===== src/rtl/mem_access_stage_if.sv =====
// mem_access_stage_if: req/ack data-memory bus between the MEM stage (master) and data memory (slave).
interface mem_access_stage_if #(
  parameter int WIDTH = 32
);
  logic             dmem_req_out;
  logic             dmem_we_out;
  logic [WIDTH-1:0] dmem_addr_out;
  logic [WIDTH-1:0] dmem_wdata_out;
  logic [3:0]       dmem_be_out;
  logic             dmem_ack_in;
  logic [WIDTH-1:0] dmem_rdata_in;
  modport master (
    output dmem_req_out, dmem_we_out, dmem_addr_out, dmem_wdata_out, dmem_be_out,
    input  dmem_ack_in, dmem_rdata_in
  );
  modport slave (
    input  dmem_req_out, dmem_we_out, dmem_addr_out, dmem_wdata_out, dmem_be_out,
    output dmem_ack_in, dmem_rdata_in
  );
endinterface


===== src/rtl/mem_access_stage.sv =====
// mem_access_stage: RV32 MEM stage issuing req/ack data-memory transactions, stalling until done,
// extending load data and forwarding writeback fields to MEM/WB.
module mem_access_stage #(
  parameter int WIDTH   = 32,
  parameter int INDEX   = 5,
  parameter int TIMEOUT = 255
) (
  input  logic               clk_in,
  input  logic               rst_in,
  input  logic               flush_in,
  input  logic               valid_in,
  input  logic               mem_read_in,
  input  logic               mem_write_in,
  input  logic [2:0]         funct3_in,
  input  logic               mem_to_reg_in,
  input  logic               reg_write_in,
  input  logic [INDEX-1:0]   rd_in,
  input  logic [WIDTH-1:0]   alu_res_in,
  input  logic [WIDTH-1:0]   store_data_in,
  mem_access_stage_if.master dmem,
  output logic               stall_out,
  output logic               mem_to_reg_out,
  output logic               reg_write_out,
  output logic [INDEX-1:0]   rd_out,
  output logic [WIDTH-1:0]   alu_res_out,
  output logic [WIDTH-1:0]   data_mem_out,
  output logic               misalign_out,
  output logic               bus_err_out
);
  localparam int CW = $clog2(TIMEOUT + 2);
  typedef enum logic [1:0] {IDLE, REQ, RESP} state_t;
  state_t           state_q;
  logic [CW-1:0]    cnt_q;
  logic             kill_q, req_q, we_q, bus_err_q;
  logic [WIDTH-1:0] addr_q, wdata_q, data_q, wdata_d, data_d;
  logic [3:0]       be_q, be_d;
  logic [1:0]       sz, lane;
  logic [7:0]       ld_b;
  logic [15:0]      ld_h;
  logic             access, f3_ok, aligned, bad, go, idle, resp, tmo;
  assign sz      = funct3_in[1:0];
  assign lane    = alu_res_in[1:0];
  assign access  = valid_in & (mem_read_in | mem_write_in) & ~flush_in;
  assign f3_ok   = mem_write_in ? ~funct3_in[2] & (sz != 2'b11)
                                : (sz != 2'b11) & ~(funct3_in[2] & sz[1]);
  assign aligned = sz == 2'b01 ? ~lane[0] : sz == 2'b10 ? lane == 2'b00 : 1'b1;
  assign bad     = ~f3_ok | ~aligned;
  assign idle    = state_q == IDLE;
  assign resp    = state_q == RESP;
  assign go      = idle & access & ~bad;
  assign tmo     = TIMEOUT != 0 && cnt_q == CW'(TIMEOUT - 1);
  // Store data is replicated into every lane so the byte enables alone select the target bytes
  assign be_d    = !mem_write_in ? 4'b1111 : sz == 2'b00 ? 4'b0001 << lane
                 : sz == 2'b01 ? (lane[1] ? 4'b1100 : 4'b0011) : 4'b1111;
  assign wdata_d = sz == 2'b00 ? {4{store_data_in[7:0]}}
                 : sz == 2'b01 ? {2{store_data_in[15:0]}} : store_data_in;
  assign ld_b    = dmem.dmem_rdata_in[{lane, 3'b000} +: 8];
  assign ld_h    = dmem.dmem_rdata_in[{lane[1], 4'b0000} +: 16];
  assign data_d  = funct3_in == 3'b000 ? {{24{ld_b[7]}}, ld_b}
                 : funct3_in == 3'b001 ? {{16{ld_h[15]}}, ld_h}
                 : funct3_in == 3'b100 ? {24'b0, ld_b}
                 : funct3_in == 3'b101 ? {16'b0, ld_h} : dmem.dmem_rdata_in;
  always_ff @(posedge clk_in or negedge rst_in)
    if (!rst_in) begin
      state_q   <= IDLE;
      cnt_q     <= '0;
      kill_q    <= 1'b0;
      req_q     <= 1'b0;
      we_q      <= 1'b0;
      addr_q    <= '0;
      wdata_q   <= '0;
      be_q      <= '0;
      data_q    <= '0;
      bus_err_q <= 1'b0;
    end else begin
      bus_err_q <= 1'b0;
      case (state_q)
        IDLE: if (go) begin
          state_q <= REQ;
          cnt_q   <= '0;
          kill_q  <= 1'b0;
          req_q   <= 1'b1;
          we_q    <= mem_write_in;
          addr_q  <= {alu_res_in[WIDTH-1:2], 2'b00};
          wdata_q <= wdata_d;
          be_q    <= be_d;
        end
        REQ: begin
          cnt_q <= cnt_q + 1'b1;
          if (flush_in) kill_q <= 1'b1;
          if (dmem.dmem_ack_in || tmo) begin
            state_q <= RESP;
            cnt_q   <= '0;
            req_q   <= 1'b0;
            we_q    <= 1'b0;
            addr_q  <= '0;
            wdata_q <= '0;
            be_q    <= '0;
          end
          if (dmem.dmem_ack_in && !we_q) data_q <= data_d;
          if (!dmem.dmem_ack_in && tmo) begin
            bus_err_q <= 1'b1;
            kill_q    <= 1'b1;
          end
        end
        default: begin
          state_q <= IDLE;
          kill_q  <= 1'b0;
        end
      endcase
    end
  assign dmem.dmem_req_out   = req_q;
  assign dmem.dmem_we_out    = we_q;
  assign dmem.dmem_addr_out  = addr_q;
  assign dmem.dmem_wdata_out = wdata_q;
  assign dmem.dmem_be_out    = be_q;
  // Combinational outputs are gated by reset so nothing leaks into MEM/WB while it is held
  assign stall_out      = rst_in & (go | state_q == REQ);
  assign misalign_out   = rst_in & idle & access & bad;
  assign mem_to_reg_out = rst_in & ~stall_out & mem_to_reg_in;
  assign reg_write_out  = rst_in & ~stall_out & reg_write_in & ~flush_in & ~misalign_out & ~(resp & kill_q);
  assign rd_out         = rst_in ? rd_in : '0;
  assign alu_res_out    = rst_in ? alu_res_in : '0;
  assign data_mem_out   = data_q;
  assign bus_err_out    = bus_err_q;
endmodule


===== src/flat_wrapper.sv =====
// flat-port wrapper written by rule: the top's interface ports become plain ports
module mem_access_stage_flat 
#(
  parameter int WIDTH   = 32,
  parameter int INDEX   = 5,
  parameter int TIMEOUT = 255
)
  (clk_in, rst_in, flush_in, valid_in, mem_read_in, mem_write_in, funct3_in, mem_to_reg_in, reg_write_in, rd_in, alu_res_in, store_data_in, stall_out, mem_to_reg_out, reg_write_out, rd_out, alu_res_out, data_mem_out, misalign_out, bus_err_out, dmem_dmem_req_out, dmem_dmem_we_out, dmem_dmem_addr_out, dmem_dmem_wdata_out, dmem_dmem_be_out, dmem_dmem_ack_in, dmem_dmem_rdata_in);
  mem_access_stage_if #(.WIDTH(WIDTH)) dmem_i ();
  input  logic clk_in;
  input  logic rst_in;
  input  logic flush_in;
  input  logic valid_in;
  input  logic mem_read_in;
  input  logic mem_write_in;
  input  logic [2:0] funct3_in;
  input  logic mem_to_reg_in;
  input  logic reg_write_in;
  input  logic [INDEX-1:0] rd_in;
  input  logic [WIDTH-1:0] alu_res_in;
  input  logic [WIDTH-1:0] store_data_in;
  output logic stall_out;
  output logic mem_to_reg_out;
  output logic reg_write_out;
  output logic [INDEX-1:0] rd_out;
  output logic [WIDTH-1:0] alu_res_out;
  output logic [WIDTH-1:0] data_mem_out;
  output logic misalign_out;
  output logic bus_err_out;
  output wire logic [$bits(dmem_i.dmem_req_out)-1:0] dmem_dmem_req_out;
  output wire logic [$bits(dmem_i.dmem_we_out)-1:0] dmem_dmem_we_out;
  output wire logic [$bits(dmem_i.dmem_addr_out)-1:0] dmem_dmem_addr_out;
  output wire logic [$bits(dmem_i.dmem_wdata_out)-1:0] dmem_dmem_wdata_out;
  output wire logic [$bits(dmem_i.dmem_be_out)-1:0] dmem_dmem_be_out;
  input wire logic [$bits(dmem_i.dmem_ack_in)-1:0] dmem_dmem_ack_in;
  input wire logic [$bits(dmem_i.dmem_rdata_in)-1:0] dmem_dmem_rdata_in;
  assign dmem_dmem_req_out = dmem_i.dmem_req_out;
  assign dmem_dmem_we_out = dmem_i.dmem_we_out;
  assign dmem_dmem_addr_out = dmem_i.dmem_addr_out;
  assign dmem_dmem_wdata_out = dmem_i.dmem_wdata_out;
  assign dmem_dmem_be_out = dmem_i.dmem_be_out;
  assign dmem_i.dmem_ack_in = dmem_dmem_ack_in;
  assign dmem_i.dmem_rdata_in = dmem_dmem_rdata_in;
  mem_access_stage #(.WIDTH(WIDTH), .INDEX(INDEX), .TIMEOUT(TIMEOUT)) u_core (.clk_in(clk_in), .rst_in(rst_in), .flush_in(flush_in), .valid_in(valid_in), .mem_read_in(mem_read_in), .mem_write_in(mem_write_in), .funct3_in(funct3_in), .mem_to_reg_in(mem_to_reg_in), .reg_write_in(reg_write_in), .rd_in(rd_in), .alu_res_in(alu_res_in), .store_data_in(store_data_in), .dmem(dmem_i), .stall_out(stall_out), .mem_to_reg_out(mem_to_reg_out), .reg_write_out(reg_write_out), .rd_out(rd_out), .alu_res_out(alu_res_out), .data_mem_out(data_mem_out), .misalign_out(misalign_out), .bus_err_out(bus_err_out));
endmodule

===== config.mk =====
export PLATFORM = sky130hd
export DESIGN_NAME = mem_access_stage_flat
export DESIGN_NICKNAME = d
export VERILOG_FILES = /design/src/rtl/mem_access_stage_if.sv /design/src/rtl/mem_access_stage.sv /design/src/flat_wrapper.sv
export SDC_FILE = /design/constraint.sdc
export NUM_CORES = 1
export LEC_CHECK = 0
export ABC_AREA = 0
export CORE_MARGIN = 2
export CORE_UTILIZATION = 45
export CTS_CLUSTER_DIAMETER = 80
export CTS_CLUSTER_SIZE = 20
export DETAILED_ROUTE_END_ITERATION = 7
export PLACE_DENSITY = 0.95
export SLEW_MARGIN = 10
export SYNTH_ARGS = -nofsm -noshare
export SYNTH_HDL_FRONTEND = slang
export SYNTH_SLANG_ARGS = --single-unit

===== constraint.sdc =====
create_clock -name clk_in -period 3.3 [get_ports clk_in]
set_clock_uncertainty 0.1 [all_clocks]
set_input_delay 0.495 -clock clk_in [delete_from_list [all_inputs] [get_ports clk_in]]
set_output_delay 0.495 -clock clk_in [all_outputs]
set_load 0.05 [all_outputs]

Word-level counts from Yosys, hierarchy flattened

Cells that the tools add are included.

Register bits: 115
Input port bits: 113
Output and inout bits: 144
Word-level logic and storage cells: 112

Add/subtract/negate cells: 1
Equality and inequality tests: 12
Shift-type cells: 3
Multiplexer cells: 40
Bitwise logic cells: 31
Reductions and logical operators: 15

Operator list:

| cell                | count |
|---|---|
| $mux 32             | 10 |
| $pmux 32 s2         | 2 |
| $shiftx 32x6->16    | 1 |
| $shiftx 32x6->8     | 1 |
| $mux 4              | 6 |
| $and 1x1->1         | 18 |
| $mux 9              | 2 |
| $pmux 9 s2          | 1 |
| $mux 1              | 11 |
| $not 1->1           | 10 |
| $add 9x1->9 const B | 1 |
| $eq 9x8->1 const B  | 1 |
| $pmux 4 s2          | 1 |
| $reduce_and 2->1    | 4 |
| $eq 3x3->1 const B  | 2 |
| $logic_not 2->1     | 3 |
| $pmux 1 s2          | 3 |
| $mux 5              | 1 |
| $eq 2x1->1 const B  | 2 |
| $eq 2x2->1 const B  | 2 |
| $mux 2              | 2 |
| $ne 2x1->1 const B  | 2 |
| $pmux 2 s2          | 1 |
| $shl 1x2->4 const A | 1 |
| other kinds (10)    | 14 |

Logic depth before layout (Yosys ltp)

Depth in word-level cells: 16
Depth in mapped cells: 8
Depth with buffers taken out: 6

Least setup slack after synthesis

No wires, ideal clock.

Path kind: register -> output
From: reg u_core.state_q[0]
To: out misalign_out
Data arrival time: 2.071 ns
Data required time: 2.705 ns
Slack: 0.634 ns
Cell stages (with the launch flop): 6
Path buffers: 1
Cell sequence: dfrtp_1 buf_4 nor4b_4 o21a_1 nand2_1 nor3_1

Longest elaborated chain between the ends: 4

RTL lines:

| what                     | line                    | text |
|---|---|---|
| start: declaration       | mem_access_stage.sv:32  | `state_t state_q;` |
| start signal: assignment | mem_access_stage.sv:65  | `state_q <= IDLE;` |
| start signal: assignment | mem_access_stage.sv:79  | `state_q <= REQ;` |
| start signal: assignment | mem_access_stage.sv:92  | `state_q <= RESP;` |
| $logic_not 2->1          | mem_access_stage.sv:48  | `assign idle = state_q == IDLE;` |
| $and 1x1->1 (3 in a row) | mem_access_stage.sv:119 | `assign misalign_out = rst_in & idle & access & bad;` |
| end: declaration         | flat_wrapper.sv:28      | `output logic misalign_out;` |

Every way passes these cells.

Worst setup path in the final report

From: in funct3_in[0]
To: out mem_to_reg_out

Longest elaborated chain between the ends: 12
Elaborated cells between the ends (all ways): 18
Classes of those cells: eq/ne (3); mux (3); bitwise (12)

RTL lines:

| what                                     | line                                                                   | text |
|---|---|---|
| start: declaration                       | flat_wrapper.sv:16                                                     | `input logic [2:0] funct3_in;` |
| $ne 2x2->1 or $eq 2x2->1 (tied branches) | mem_access_stage.sv:44, mem_access_stage.sv:45, mem_access_stage.sv:46 |  |
| $and 1x1->1 (tied with other cells)      | mem_access_stage.sv:45                                                 | `: (sz != 2'b11) & ~(funct3_in[2] & sz[1]);` |
| $mux 1, on equally long branches         | mem_access_stage.sv:44, mem_access_stage.sv:46                         |  |
| $not 1->1                                | mem_access_stage.sv:47                                                 | `assign bad = ~f3_ok \| ~aligned;` |
| $or 1x1->1 *                             | mem_access_stage.sv:47                                                 |  |
| $not 1->1 *                              | mem_access_stage.sv:50                                                 | `assign go = idle & access & ~bad;` |
| $and 1x1->1 *                            | mem_access_stage.sv:50                                                 |  |
| $or 1x1->1 *                             | mem_access_stage.sv:118                                                | `assign stall_out = rst_in & (go \| state_q == REQ);` |
| $and 1x1->1 *                            | mem_access_stage.sv:118                                                |  |
| $not 1->1 *                              | mem_access_stage.sv:120                                                | `assign mem_to_reg_out = rst_in & ~stall_out & mem_to_reg_in;` |
| $and 1x1->1 * (2 in a row)               | mem_access_stage.sv:120                                                |  |
| end: declaration                         | flat_wrapper.sv:23                                                     | `output logic mem_to_reg_out;` |

Mark *: on every way between the ends. The rest lies on a longest branch, timed or not.

==> report_table.html <==
<table>
<tr><th>Metric</th><th>Value</th></tr>
<tr><th colspan="2">Detailed routing</th></tr>
<tr><td>DRC violations left</td><td>0</td></tr>
<tr><td>Post-DRT Antenna Nets</td><td>0</td></tr>
<tr><td>Number of DRC markers in iteration 0</td><td>620</td></tr>
<tr><td>Drt wl/cell</td><td>19.92 um</td></tr>
<tr><td>Drt first pass iters</td><td>7</td></tr>
<tr><td>Wire length reported by the detailed router</td><td>19.09 mm</td></tr>
<tr><td>Vias after detailed routing</td><td>5,543</td></tr>
<tr><td>Avg Vias per Cell</td><td>5.786</td></tr>
<tr><th colspan="2">Cells and area</th></tr>
<tr><td>Antenna fix cells</td><td>0</td></tr>
<tr><td>Net total in the final layout</td><td>892</td></tr>
<tr><td>Most common library cell in the layout ignoring fill and taps</td><td>clkdlybuf4s50_1</td></tr>
<tr><td>Final core utilization</td><td>73.73%</td></tr>
<tr><td>Sequential cell area in the final layout</td><td>0.002828 mm^2</td></tr>
<tr><td>Finished Cell Area</td><td>0.008894 mm^2</td></tr>
<tr><td>Number of inserted filler cells in the final layout</td><td>813</td></tr>
<tr><td>Area taken by multi-input logic gates</td><td>0.002534 mm^2</td></tr>
<tr><td>Most used cells in the layout excluding fill and tap cells</td><td>clkdlybuf4s50_1, dfrtp_1, a22o_1</td></tr>
<tr><td>Share of cells above drive strength 1</td><td>8.228%</td></tr>
<tr><td>Layout overhead on the synthesized area</td><td>59.34%</td></tr>
<tr><td>Filler-free cell count of the finished design</td><td>958</td></tr>
<tr><th colspan="2">Power and ir drop</th></tr>
<tr><td>Power Density</td><td>731.0 mW/mm^2</td></tr>
<tr><td>Total Power Consumption</td><td>6.502 mW</td></tr>
<tr><td>Worst voltage drop across the vdd grid</td><td>350.9 uV</td></tr>
<tr><td>Total leakage power</td><td>3.902 nW</td></tr>
<tr><th colspan="2">GRT</th></tr>
<tr><td>Overflow after GRT</td><td>0</td></tr>
<tr><td>Antenna violations before repair</td><td>0</td></tr>
<tr><td>GRT met2 Usage</td><td>49.36%</td></tr>
<tr><td>Via count of the first global-routing pass</td><td>5,709</td></tr>
<tr><td>Maximum number of pins on one net before global-route repair</td><td>65</td></tr>
<tr><td>GRT Overall Usage</td><td>28.83%</td></tr>
<tr><td>Most heavily used metal layer in global routing</td><td>met2</td></tr>
<tr><td>Global-route wire length before repair</td><td>29.59 mm</td></tr>
<tr><td>Met3 GRT Util</td><td>6.695%</td></tr>
<tr><td>Global-route track usage on met1</td><td>33.77%</td></tr>
<tr><th colspan="2">Clocking</th></tr>
<tr><td>TritonCTS Buffers</td><td>17</td></tr>
<tr><td>Post-CTS setup repair buffer count</td><td>0</td></tr>
<tr><td>TritonCTS clock tree</td><td>built</td></tr>
<tr><td>Clock transition at the registers of the reported paths</td><td>60 ps</td></tr>
<tr><td>Buffer type at the clock tree root</td><td>clkbuf_16</td></tr>
<tr><td>Deepest level of the CTS H-tree</td><td>4</td></tr>
<tr><td>Sinks on Clock Net</td><td>113</td></tr>
<tr><td>Clock buffer depth</td><td>2</td></tr>
<tr><td>Later-pin clock latency in the skew report</td><td>410 ps</td></tr>
<tr><th colspan="2">Placement</th></tr>
<tr><td>Final RePlAce weighted congestion</td><td>0.9358</td></tr>
<tr><td>Cell count after placement</td><td>925</td></tr>
<tr><td>Count of input and output buffers</td><td>254</td></tr>
<tr><td>DP Wirelength</td><td>13.74 mm</td></tr>
<tr><td>Post-place instance area</td><td>0.008269 mm^2</td></tr>
<tr><td>Worst slack at placement</td><td>179.1 ps</td></tr>
<tr><th colspan="2">Timing</th></tr>
<tr><td>Max transition margin</td><td>46.51%</td></tr>
<tr><td>Final Hold Fails</td><td>0</td></tr>
<tr><td>Unrepaired setup endpoints after global routing</td><td>false</td></tr>
<tr><td>Shortest period the worst path allows</td><td>3178 ps</td></tr>
<tr><td>Worst setup slack after layout</td><td>122.2 ps</td></tr>
<tr><td>Peak Freq</td><td>314.7 MHz</td></tr>
<tr><td>Count of pins over their slew limit</td><td>0</td></tr>
<tr><td>Post-route clock period utilization</td><td>96.30%</td></tr>
<tr><td>Final setup fails</td><td>0</td></tr>
<tr><td>TNS Setup</td><td>0 ps</td></tr>
<tr><td>Hold_ws</td><td>382.5 ps</td></tr>
<tr><td>Least-Margin Pin Slew</td><td>798.8 ps</td></tr>
<tr><th colspan="2">Floorplan</th></tr>
<tr><td>Full die area</td><td>0.01331 mm^2</td></tr>
<tr><td>Standard-cell rows</td><td>40</td></tr>
<tr><td>Area of the core</td><td>0.01206 mm^2</td></tr>
<tr><td>Starting Density</td><td>46.28%</td></tr>
<tr><td>Die Span Y</td><td>115.4 um</td></tr>
<tr><td>IO Count</td><td>257</td></tr>
<tr><td>Die width</td><td>115.4 um</td></tr>
<tr><th colspan="2">Worst setup path</th></tr>
<tr><td>Sort of element at the start of the critical path</td><td>input port</td></tr>
<tr><td>Critical path arrival</td><td>2580 ps</td></tr>
<tr><td>Crit path kind</td><td>input port to primary output</td></tr>
<tr><td>Worst Setup End Kind</td><td>primary output</td></tr>
<tr><td>Largest fanout on the critical path</td><td>8</td></tr>
<tr><td>Worst endpoint required time</td><td>2700 ps</td></tr>
<tr><th colspan="2">Synthesis</th></tr>
<tr><td>Share of flip-flops with an asynchronous set or reset after synthesis</td><td>100.0%</td></tr>
<tr><td>Number of cells produced by synthesis</td><td>531</td></tr>
<tr><td>Count of synthesis-stage warnings from yosys</td><td>0</td></tr>
<tr><td>Number of distinct library cells after synthesis</td><td>54</td></tr>
<tr><td>Post-synth EDFFs</td><td>0</td></tr>
<tr><td>Share of synthesized area occupied by flip-flops and latches</td><td>50.66%</td></tr>
<tr><td>Top_reg_cell synth</td><td>dfrtp_1</td></tr>
<tr><td>Syn Area/Cell</td><td>10.51 um^2</td></tr>
<tr><td>Register bit count reported by yosys</td><td>113</td></tr>
<tr><td>Netlist area before placement</td><td>0.005582 mm^2</td></tr>
<tr><th colspan="2">Run status</th></tr>
<tr><td>Status</td><td>complete, no violations</td></tr>
<tr><th colspan="2">Hold path</th></tr>
<tr><td>Worst min-delay path category</td><td>flip-flop to flip-flop</td></tr>
<tr><th colspan="2">Job</th></tr>
<tr><td>Max_cap viols</td><td>0</td></tr>
</table>
## cells by family (layout without fill, tap and decap cells)
| family | after synthesis | in the layout | synth area share, % |
|---|---|---|---|
| AO/OA/AOI/OAI | 164 | 164 | 22.24 |
| XOR/XNOR | 1 | 1 | 0.1569 |
| adder cells (fa/ha/maj) | 2 | 2 | 0.4483 |
| buffers and inverters | 49 | 307 | 4.214 |
| flip-flops | 113 | 113 | 50.66 |
| multiplexers | 26 | 26 | 4.909 |
| other | 1 | 2 | 0.06718 |
| AND/OR/NAND/NOR | 175 | 175 | 17.31 |
## worst max-delay path, stage by stage
cell,delay (ps)
clkdlybuf4s50_1,640
a221oi_2,150
o221a_2,280
nor2_1,550
and3_1,320
buf_12,150
## final timing paths
path	to	slack [ps]	cells past startpoint	start
max	mem_to_reg_out	120	6	funct3_in[0]
min	u_core.data_mem_out[1]	380	2	u_core.data_mem_out[1]
max reg2reg	u_core.dmem.dmem_be_out[3]	750	6	u_core.state_q[0]
min reg2reg	u_core.data_mem_out[1]	380	2	u_core.data_mem_out[1]
max in group asynchronous	u_core.dmem.dmem_addr_out[24]	1890	3	rst_in
min in group asynchronous	u_core.kill_q	510	2	rst_in
## cell usage after synthesis (2+ instances only)
cell type	instances	share of area [%]
a211o_1	10	1.6
a21o_1	6	0.81
a21oi_1	23	2.1
a22o_1	57	8.9
a22oi_1	8	1.1
and2_1	37	4.1
and3_1	4	0.45
and3b_1	7	1.1
and4_1	2	0.31
buf_1	3	0.20
buf_2	11	0.99
buf_4	4	0.54
buf_6	3	0.61
clkbuf_1	23	1.5
dfrtp_1	113	51
ha_1	2	0.45
inv_1	4	0.27
mux2i_1	24	4.3
nand2_1	40	2.7
nand2b_1	3	0.34
nand3_1	36	3.2
nand4_1	2	0.22
nand4b_1	2	0.31
nor2_1	14	0.94
nor2b_1	4	0.45
nor3_1	8	0.72
o211ai_1	3	0.40
o21a_1	2	0.27
o21ai_0	24	2.2
o21ai_1	4	0.36
o2bb2ai_1	17	2.7
or3_1	9	1.0
## per-layer routing
metal | vias up | part of all wire [%]
met4 | 0 | 3.4
met5 | - | 0
met3 | 52 | 8.5
li1 | 2459 | -
met1 | 2669 | 37
met2 | 363 | 51
## where the power goes
part | total, mW | internal [mW] | switching (mW)
logic | 2.68 | 0.943 | 1.74
registers | 1.94 | 1.71 | 0.222
clock network | 1.88 | 1.22 | 0.660
total | 6.50 | 3.88 | 2.62
## state kept, by name (all words and copies together), names as in the netlist
signal                      count
u_core.state_q                  2
u_core.cnt_q                    9
u_core.dmem.dmem_addr_out      30
u_core.bus_err_out              1
u_core.dmem.dmem_be_out         4
u_core.kill_q                   1
u_core.data_mem_out            32
u_core.dmem.dmem_we_out         1
u_core.dmem.dmem_req_out        1
u_core.dmem.dmem_wdata_out     32
## cell type report
| cell class | count | area share (%) |
|---|---|---|
| inverter | 5 | 0.2110 |
| timing repair buffer | 270 | 30.23 |
| multi-input combinational | 370 | 28.49 |
| sequential | 113 | 31.80 |
| clock inverter | 13 | 1.815 |
| tap | 168 | 2.364 |
| clock buffer | 19 | 5.093 |
## timing repair
item,CTS,global route
hold buffers,1,0
gates resized for setup,0,0
hold endpoints to repair,16,0
No activity file was read; power rests on OpenSTA's default activity.
